==> src/rtl/can_pkg.sv <==
// can_pkg: shared CAN types and constants for the bit stuffer and destuffer
package can_pkg;
  typedef enum logic [1:0] {IDLE, DATA, STUFF} stuff_state_t;
  localparam logic CAN_RECESSIVE = 1'b1;
  localparam int CAN_STUFF_LIMIT = 5;
  localparam int CAN_EOF_TICKS = 11;
endpackage

==> src/rtl/can_bit_stuffer_if.sv <==
// can_bit_stuffer_if: serializer-to-stuffer bit stream and TX status (master = serializer, slave = stuffer)
interface can_bit_stuffer_if;
  logic tx_tick;
  logic frame_start;
  logic stuff_en;
  logic bit_in;
  logic bit_valid;
  logic bit_ready;
  logic tx;
  logic stuff_inserted;
  logic underrun;
  modport master (
    output tx_tick, frame_start, stuff_en, bit_in, bit_valid,
    input  bit_ready, tx, stuff_inserted, underrun
  );
  modport slave (
    input  tx_tick, frame_start, stuff_en, bit_in, bit_valid,
    output bit_ready, tx, stuff_inserted, underrun
  );
endinterface

==> src/rtl/can_bit_stuffer.sv <==
// can_bit_stuffer: transmit-side CAN bit stuffer; ports clk, reset (async active-low), bus (slave modport)
module can_bit_stuffer
  import can_pkg::*;
#(
  parameter int STUFF_LIMIT = CAN_STUFF_LIMIT
) (
  input logic clk,
  input logic reset,
  can_bit_stuffer_if.slave bus
);
  localparam int CW = $clog2(STUFF_LIMIT + 1);
  localparam logic [CW-1:0] LIMIT = CW'(STUFF_LIMIT);
  stuff_state_t state, state_nx;
  logic last_bit, last_bit_nx;
  logic [CW-1:0] run_cnt, run_cnt_nx, run_inc;
  logic [3:0] idle_cnt, idle_cnt_nx;
  logic tx_nx, stuff_nx, underrun_nx;
  logic tick, take, starve, emit_stuff, eof;
  // frame_start outranks any tick, so a coincident tick is ignored
  assign tick = bus.tx_tick && !bus.frame_start;
  assign take = state == DATA && tick && bus.bit_valid;
  assign starve = state == DATA && tick && !bus.bit_valid;
  assign emit_stuff = state == STUFF && tick;
  // frame end: a run of empty pass-through ticks spanning EOF plus intermission
  assign eof = starve && !bus.stuff_en && idle_cnt == 4'(CAN_EOF_TICKS - 1);
  assign run_inc = bus.bit_in != last_bit ? CW'(1) :
                   run_cnt == LIMIT ? run_cnt : run_cnt + CW'(1);
  assign bus.bit_ready = state == DATA && tick;
  always_ff @(posedge clk or negedge reset)
    if (!reset) begin
      state <= IDLE;
      last_bit <= CAN_RECESSIVE;
      run_cnt <= '0;
      idle_cnt <= '0;
      bus.tx <= CAN_RECESSIVE;
      bus.stuff_inserted <= 1'b0;
      bus.underrun <= 1'b0;
    end else begin
      state <= state_nx;
      last_bit <= last_bit_nx;
      run_cnt <= run_cnt_nx;
      idle_cnt <= idle_cnt_nx;
      bus.tx <= tx_nx;
      bus.stuff_inserted <= stuff_nx;
      bus.underrun <= underrun_nx;
    end
  // STUFF, once entered, is honoured even if stuff_en has already dropped
  always_comb
    state_nx = bus.frame_start ? DATA :
               take && bus.stuff_en && run_inc == LIMIT ? STUFF :
               emit_stuff ? DATA :
               eof ? IDLE : state;
  always_comb begin
    tx_nx = take ? bus.bit_in : emit_stuff ? ~last_bit : starve ? CAN_RECESSIVE : bus.tx;
    stuff_nx = emit_stuff;
    underrun_nx = starve;
    last_bit_nx = bus.frame_start ? CAN_RECESSIVE :
                  take && bus.stuff_en ? bus.bit_in :
                  emit_stuff ? ~last_bit : last_bit;
    // the stuff bit itself opens the next run with length 1
    run_cnt_nx = bus.frame_start ? '0 :
                 take ? (bus.stuff_en ? run_inc : '0) :
                 emit_stuff ? CW'(1) : run_cnt;
    idle_cnt_nx = starve && !bus.stuff_en ? idle_cnt + 4'd1 :
                  bus.tx_tick || bus.frame_start ? 4'd0 : idle_cnt;
  end
endmodule

==> src/flat_wrapper.sv <==
// flat-port wrapper written by rule: the top's interface ports become plain ports
module can_bit_stuffer_flat import can_pkg::*;
#(
  parameter int STUFF_LIMIT = CAN_STUFF_LIMIT
)
  (clk, reset, bus_tx_tick, bus_frame_start, bus_stuff_en, bus_bit_in, bus_bit_valid, bus_bit_ready, bus_tx, bus_stuff_inserted, bus_underrun);
  can_bit_stuffer_if bus_i ();
  input logic clk;
  input logic reset;
  input wire logic [$bits(bus_i.tx_tick)-1:0] bus_tx_tick;
  input wire logic [$bits(bus_i.frame_start)-1:0] bus_frame_start;
  input wire logic [$bits(bus_i.stuff_en)-1:0] bus_stuff_en;
  input wire logic [$bits(bus_i.bit_in)-1:0] bus_bit_in;
  input wire logic [$bits(bus_i.bit_valid)-1:0] bus_bit_valid;
  output wire logic [$bits(bus_i.bit_ready)-1:0] bus_bit_ready;
  output wire logic [$bits(bus_i.tx)-1:0] bus_tx;
  output wire logic [$bits(bus_i.stuff_inserted)-1:0] bus_stuff_inserted;
  output wire logic [$bits(bus_i.underrun)-1:0] bus_underrun;
  assign bus_i.tx_tick = bus_tx_tick;
  assign bus_i.frame_start = bus_frame_start;
  assign bus_i.stuff_en = bus_stuff_en;
  assign bus_i.bit_in = bus_bit_in;
  assign bus_i.bit_valid = bus_bit_valid;
  assign bus_bit_ready = bus_i.bit_ready;
  assign bus_tx = bus_i.tx;
  assign bus_stuff_inserted = bus_i.stuff_inserted;
  assign bus_underrun = bus_i.underrun;
  can_bit_stuffer #(.STUFF_LIMIT(STUFF_LIMIT)) u_core (.clk(clk), .reset(reset), .bus(bus_i));
endmodule
==> config.mk <==
export PLATFORM = sky130hd
export DESIGN_NAME = can_bit_stuffer_flat
export DESIGN_NICKNAME = d
export VERILOG_FILES = /design/src/rtl/can_pkg.sv /design/src/rtl/can_bit_stuffer_if.sv /design/src/rtl/can_bit_stuffer.sv /design/src/flat_wrapper.sv
export SDC_FILE = /design/constraint.sdc
export NUM_CORES = 1
export LEC_CHECK = 0
export CELL_PAD_IN_SITES_DETAIL_PLACEMENT = 1
export CELL_PAD_IN_SITES_GLOBAL_PLACEMENT = 1
export CORE_MARGIN = 4
export CORE_UTILIZATION = 45
export CTS_CLUSTER_SIZE = 25
export DETAILED_ROUTE_END_ITERATION = 7
export DONT_BUFFER_PORTS = 1
export PLACE_DENSITY_LB_ADDON = 0.12
export SLEW_MARGIN = 0
export SYNTH_ARGS = -nofsm -noshare
export SYNTH_HDL_FRONTEND = slang
export SYNTH_SLANG_ARGS = --single-unit
==> constraint.sdc <==
create_clock -name clk -period 1.57 [get_ports clk]
set_input_delay 0.314 -clock clk [delete_from_list [all_inputs] [get_ports clk]]
set_output_delay 0.314 -clock clk [all_outputs]
set_load 0.01 [all_outputs]
==> flow_summary.ini, run 1 <==
[finish]
mostFrequentLayoutCells = dfrtp_1, nand2_1, buf_4
fillers = 180
layout_commonest_cell = dfrtp_1
antenna_cells = 0
nNetsFinal = 95
areaGrowthSynthToFinish_pct = 18.0
drive_gt1_share_pct = 24.1

[floorplanning]
ios = 11
start_util_pct = 48.4
fp.dieW_um = 48.7
core_area_mm2 = 0.00154
dieArea_mm2 = 0.00237
die_y_um = 48.7
rows = 14

[pwr]
power.switching_w = 0.000154
power_frac_comb_pct = 10.4
switching_share_pct = 24.6
pwr-share-seq_pct = 56.1
max-vdd-ir-drop_mv = 0.467
powerDensity_mw_per_mm2 = 714
clkPwrFrac_pct = 33.5
internal_power_w = 0.000474
p_leak_nw = 0.392

[yosys]
synthXorXnorAreaFrac_pct = 1.17
ys_types = 36
yosys.area_share.simple_pct = 21.1
synth_area_um2 = 746
synth_fa_ha_area_share_pct = 6.71
synth_seq_cells = 13
yosysTopAreaCell = dfrtp_1
synthMuxAreaShare_pct = 0
syn-num-nets = 86
synthTopCellsByArea = dfrtp_1, dfstp_2, ha_1
yosys_warnings = 0
syn_area_per_cell_um2 = 9.94
synth_compound_area_share_pct = 22.3
synth_top_area_share_pct = 36.9
synthCells = 75
synth_top_family_by_area = compound AO/OA/AOI/OAI gates
seq_area_frac_synth_pct = 44.0

[sta]
worst_pin_slew_ns = 0.597
rsz0062_at_grt = yes
fin_crit_ns = 1.54
whs_ns = 0.0930
clock_skew_ns = 0.00230
period_share_pct = 98.3
slew_headroom_pct = 60.0
maxSlewViolCount = 0
fin_ws_ns = 0.0270
timing_hold_violations_final = 0
setup_viol = 0
fmax_ghz = 0.648

[detailed_routing]
viasPerCell = 6.53
drt-total-wl_um = 1830
ant_nets = 0
drtPass1Iterations = 4
first_iter_violations = 4
drc_errors = 0
num_vias = 646
wl_per_cell_um = 18.4

[placed_design]
gp_congestion = 0.749
hpwl_um = 1290
port_buffers = 0
post-place-ws_ns = 0.00795

[min_path]
whs_path_depth = 1
min-delay-start = bus_bit_valid
hold-path-endpoint = u_core.bus.underrun
min-delay-path-class = primary input to register

[setup_path]
rr_startpoint = u_core.run_cnt[1]
required_ns = 1.26
reg2regPathDepth = 6
critPathMaxStageDelay_ns = 0.41
crit_path_start_kind = register
crit_fanout = 9
cp_num_buf_inv = 1
cp_cell_sequence = and4bb_4 -> buf_4
crit_arrival_ns = 1.23
critPathTopFamily = flip-flops
critical_path_class = register to primary output
reg2reg_slack_ns = 0.07
r2r-end = u_core.state[1]
critPathCaptureType = primary output
critical-path-slowest-cell = dfrtp_1
crit_path_start = u_core.state[1]

[grt]
grt_use_total_pct = 17.0
grt-ovfl-total = 0
grt_pass1_wl_um = 3130
grt_max_degree = 14
antenna_found_initial = 0
grt_pass1_vias = 660

[job]
drv_cap = 0

[clocking]
worstSkewPairLatency_ns = 0.28
numCtsBuffers = 3
htreeDepth = 1
clockRootBuffer = clkbuf_4
cts_tree = built
cts_buffer_depth = 2
clkTransAtPathRegs_ns = 0.08
cts.sinks = 13

[run_status]
status = complete, no violations
## stage by stage
stage | TNS, ns | utilization, % | std cells | cell area, um2 | total power, W
5_1_grt | -0.0672 | 57.1 | 99 | 880 | 0.000672
2_1_floorplan | 0 | - | 75 | 746 | 0.000394
3_5_place_dp | 0 | 50.8 | 93 | 783 | 0.000409
4_1_cts | 0 | 53.8 | 98 | 830 | 0.000630
6_report | 0 | 57.1 | 99 | 880 | 0.000628
3_3_place_gp | 0 | 50.8 | 93 | 783 | 0.000405
## per-layer routing
| layer | share of wire (%) | track usage (%) | vias to the layer above |
|---|---|---|---|
| met5 | 0 | 0 | - |
| met4 | 1.5 | 8.97 | 0 |
| met3 | 4.3 | 4.60 | 4 |
| met2 | 50 | 25.4 | 16 |
| met1 | 44 | 22.1 | 330 |
| li1 | - | - | 296 |
## sequential cells by signal (all words and copies together) (netlist names)
signal,flops
u_core.state,2
u_core.bus.stuff_inserted,1
u_core.idle_cnt,4
u_core.last_bit,1
u_core.bus.underrun,1
u_core.run_cnt,3
u_core.bus.tx,1
## cell usage after synthesis (all sizes together)
library cell and n:
o2bb2a 1, o21ai 5, nor3b 1, and3 1, inv 4, a21o 3, dfstp 2, a221oi 1
o22a 1, a31oi 1, nand4b 1, xnor2 1, o31ai 2, nand3 2, a21oi 3, nand4 1
and4bb 1, nor2 5, a211oi 2, nor4b 1, a311oi 1, ha 4, o22ai 1, dfrtp 11
nor3 1, nor4bb 2, a41oi 1, a211o 1, buf 2, and3b 1, nand2 7, a21boi 1
nor2b 2, clkbuf 1
## how the worst max path moves through the flow
stage / end / slack (ns) / depth (start not counted)
final: bus_bit_ready / 0.03 / 2
after floorplan: u_core.state[1] / 0.19 / 5
after global routing: u_core.state[0] / -0.05 / 6
after global placement: u_core.run_cnt[1] / 0.08 / 4
after detailed placement: u_core.bus.tx / 0.008 / 4
after CTS: u_core.run_cnt[0] / 0.03 / 6
## worst reg2reg max path, stage by stage (launching register included)
cell and delay (ns):
dfrtp_1 0.41, inv_1 0.09, ha_2 0.28, nor4bb_4 0.15, a41oi_1 0.22, a21oi_2 0.09, a21o_1 0.16
## final cells by class
cell class / instances / area (um2) / area share (%)
clock buffers: 4 / 26.3 / 2.99
multi-input cells: 55 / 434 / 49.4
inverters: 4 / 15.0 / 1.71
repair buffers: 7 / 55.1 / 6.26
flip-flops and latches: 13 / 329 / 37.4
well taps: 16 / 20.0 / 2.28
## cell families (layout without fill, tap and decap cells)
group | after synthesis | in the layout
XOR/XNOR | 1 | 1
flip-flops | 13 | 13
AO/OA/AOI/OAI | 24 | 24
adder cells (fa/ha/maj) | 4 | 4
AND/OR/NAND/NOR | 26 | 26
buffers and inverters | 7 | 15
## power by group through the flow
stage	sequential [W]	clock [W]	combinational [W]
floorplan	0.000358	0	0.0000360
global route	0.000354	0.000245	0.0000740
global placement	0.000359	0	0.0000468
detailed placement	0.000360	0	0.0000492
finish	0.000353	0.000210	0.0000652
CTS	0.000353	0.000217	0.0000597
## repair_timing
item / in CTS / in global routing
pin swaps: 0 / 2
setup endpoints to repair: 2 / 6
gates resized for setup: 3 / 9
setup buffers: 0 / 1
endpoints found under the hold margin: 13 / 0
hold buffers: 1 / 0
Note: power is estimated with default switching activity, not from simulation.
==> inputs of run 2 (changes only) <==
--- a/config.mk
+++ b/config.mk
@@ -5,6 +5,7 @@
 export SDC_FILE = /design/constraint.sdc
 export NUM_CORES = 1
 export LEC_CHECK = 0
+export CAP_MARGIN = 20
 export CELL_PAD_IN_SITES_DETAIL_PLACEMENT = 1
 export CELL_PAD_IN_SITES_GLOBAL_PLACEMENT = 1
 export CORE_MARGIN = 4
==> results of run 2 <==
Same layout as run 1: the final DEF is identical, and so are final timing and power.
==> inputs of run 3 (changes only) <==
--- a/config.mk
+++ b/config.mk
@@ -14,6 +14,7 @@
 export DETAILED_ROUTE_END_ITERATION = 7
 export DONT_BUFFER_PORTS = 1
 export PLACE_DENSITY_LB_ADDON = 0.12
+export REMOVE_ABC_BUFFERS = 1
 export SLEW_MARGIN = 0
 export SYNTH_ARGS = -nofsm -noshare
 export SYNTH_HDL_FRONTEND = slang
==> run 3 against run 2 <==
Core utilization is 0.32 points lower. Global-route usage down 1.8 points. Via count is 5.3% lower. Highest routed layer unchanged.
==> flow_summary.ini, run 3 (synthesis results as in run 1) <==
[finish]
antenna_cells = 0
largest_reg_flops = 4
regMostFlops = u_core.idle_cnt
areaGrowthSynthToFinish_pct = 17.3
fillers = 170
fin_util_pct = 56.7
ff_latch_area_um2 = 329
drive_gt1_share_pct = 25.0
multi_input_area_um2 = 418
instances_no_fill = 100
mostFrequentLayoutCells = dfrtp_1, nand2_1, buf_4
top_regs = u_core.idle_cnt (4), u_core.run_cnt (3), u_core.state (2)
nNetsFinal = 96
layout_commonest_cell = dfrtp_1

[pwr]
clkPwrFrac_pct = 32.8
power_frac_comb_pct = 10.0
p_leak_nw = 0.381
switching_share_pct = 23.4
pwr-share-seq_pct = 57.2
max-vdd-ir-drop_mv = 0.395
powerDensity_mw_per_mm2 = 708
internal_power_w = 0.000474
power.switching_w = 0.000145

[min_path]
min-delay-start = bus_frame_start
min-delay-path-class = primary input to register
whs_path_depth = 1
hold-path-endpoint = u_core.run_cnt[0]

[setup_path]
critical_path_class = register to primary output
critPathTopFamily = simple AND/OR/NAND/NOR gates
cp_cell_sequence = and4bb_4 -> buf_6
critical-path-slowest-cell = and4bb_4
reg2regPathDepth = 5
r2r-end = u_core.state[1]
cp_num_buf_inv = 1
crit_arrival_ns = 1.20
crit_path_start_kind = register
reg2reg_slack_ns = 0.09
critPathCaptureType = primary output
rr_startpoint = u_core.run_cnt[0]
crit_fanout = 7
required_ns = 1.26
critPathMaxStageDelay_ns = 0.40

[sta]
clock_skew_ns = 0.00459
maxSlewViolCount = 0
fin_crit_ns = 1.52
fin_ws_ns = 0.0529
setup_viol = 0
worst_pin_slew_ns = 0.604
period_share_pct = 96.6
slew_headroom_pct = 59.6
fmax_ghz = 0.659
timing_hold_violations_final = 0

[grt]
grt_use_total_pct = 15.1
antenna_found_initial = 0
grt_pass1_wl_um = 2860
grt_max_degree = 14
grt_pass1_vias = 614
grt-ovfl-total = 0

[clocking]
worstSkewPairLatency_ns = 0.27
cts.sinks = 13
cts_buffer_depth = 2
clkTransAtPathRegs_ns = 0.07
htreeDepth = 1
clockRootBuffer = clkbuf_4
cts_tree = built
numCtsBuffers = 3

[detailed_routing]
viasPerCell = 6.12
drtPass1Iterations = 2
drc_errors = 0
ant_nets = 0
first_iter_violations = 1
drt-total-wl_um = 1630
num_vias = 612
wl_per_cell_um = 16.3

[floorplanning]
core_area_mm2 = 0.00154
rows = 14
die_y_um = 48.7
start_util_pct = 48.4
ios = 11
fp.dieW_um = 48.7
dieArea_mm2 = 0.00237

[placed_design]
port_buffers = 0
gp_congestion = 0.691
hpwl_um = 1140
placed_cells = 91
post-place-ws_ns = 0.0521

[job]
drv_cap = 0

[run_status]
status = complete, no violations
==> run 3: cell count changes in the layout (fill, tap and decap cells not counted), sizes merged <==
cell | previous run | this run
buf | 6 | 7
==> run 3: metrics by stage <==
stage          setup TNS (ns)  hold slack [ns]  area [um2]  total power, W
4_1_cts                     0           0.0870         808        0.000622
3_3_place_gp                0           0.0187         768        0.000401
6_report                    0           0.0929         875        0.000619
3_5_place_dp                0           0.0187         768        0.000403
5_1_grt               -0.0594           0.0777         875        0.000668
2_1_floorplan         -0.0427           0.0184         726        0.000391
==> run 3: cell type report <==
| cell class | count | area share [%] |
|---|---|---|
| timing repair buffer | 8 | 7.58 |
| tap | 16 | 2.29 |
| sequential | 13 | 37.6 |
| inverter | 4 | 1.72 |
| multi-input combinational | 55 | 47.8 |
| clock buffer | 4 | 3.00 |
==> run 3: repair_timing <==
action                                 CTS  global route
resized for setup                        2             9
pin swaps                                0             2
setup endpoints to repair                1             4
endpoints found under the hold margin   13             0
hold buffers                             1             0
setup buffers                            0             4
==> run 3: worst max-delay path by stage <==
stage,start,endpoint,slack (ns),cells past startpoint
floorplan,u_core.state[0],u_core.run_cnt[1],-0.04,4
finish,u_core.state[1],bus_bit_ready,0.05,2
detailed placement,u_core.run_cnt[0],u_core.state[0],0.05,5
global route,u_core.run_cnt[0],u_core.state[1],-0.03,5
global placement,u_core.run_cnt[0],u_core.state[0],0.06,5
CTS,u_core.run_cnt[0],u_core.state[0],0.03,5
==> run 3: power groups by stage <==
stage | clock network [W] | logic (W) | registers [W]
floorplan | 0 | 0.0000329 | 0.000358
global placement | 0 | 0.0000417 | 0.000360
detailed placement | 0 | 0.0000424 | 0.000360
CTS | 0.000216 | 0.0000526 | 0.000354
global route | 0.000242 | 0.0000712 | 0.000356
finish | 0.000203 | 0.0000620 | 0.000354
==> run 3: worst reg2reg max path: cells and delay by family (launching register included) <==
kind	cells	cell delay [ns]
AO/OA/AOI/OAI	3	0.48
AND/OR/NAND/NOR	1	0.16
adder cells (fa/ha/maj)	1	0.26
flip-flops	1	0.47
==> run 3: routing by layer <==
layer	vias to the layer above	track usage (%)	part of all wire, %
li1	298	-	-
met1	298	19.6	49
met2	12	23.3	44
met3	4	5.21	5.9
met4	0	5.38	1.1
met5	-	0	0
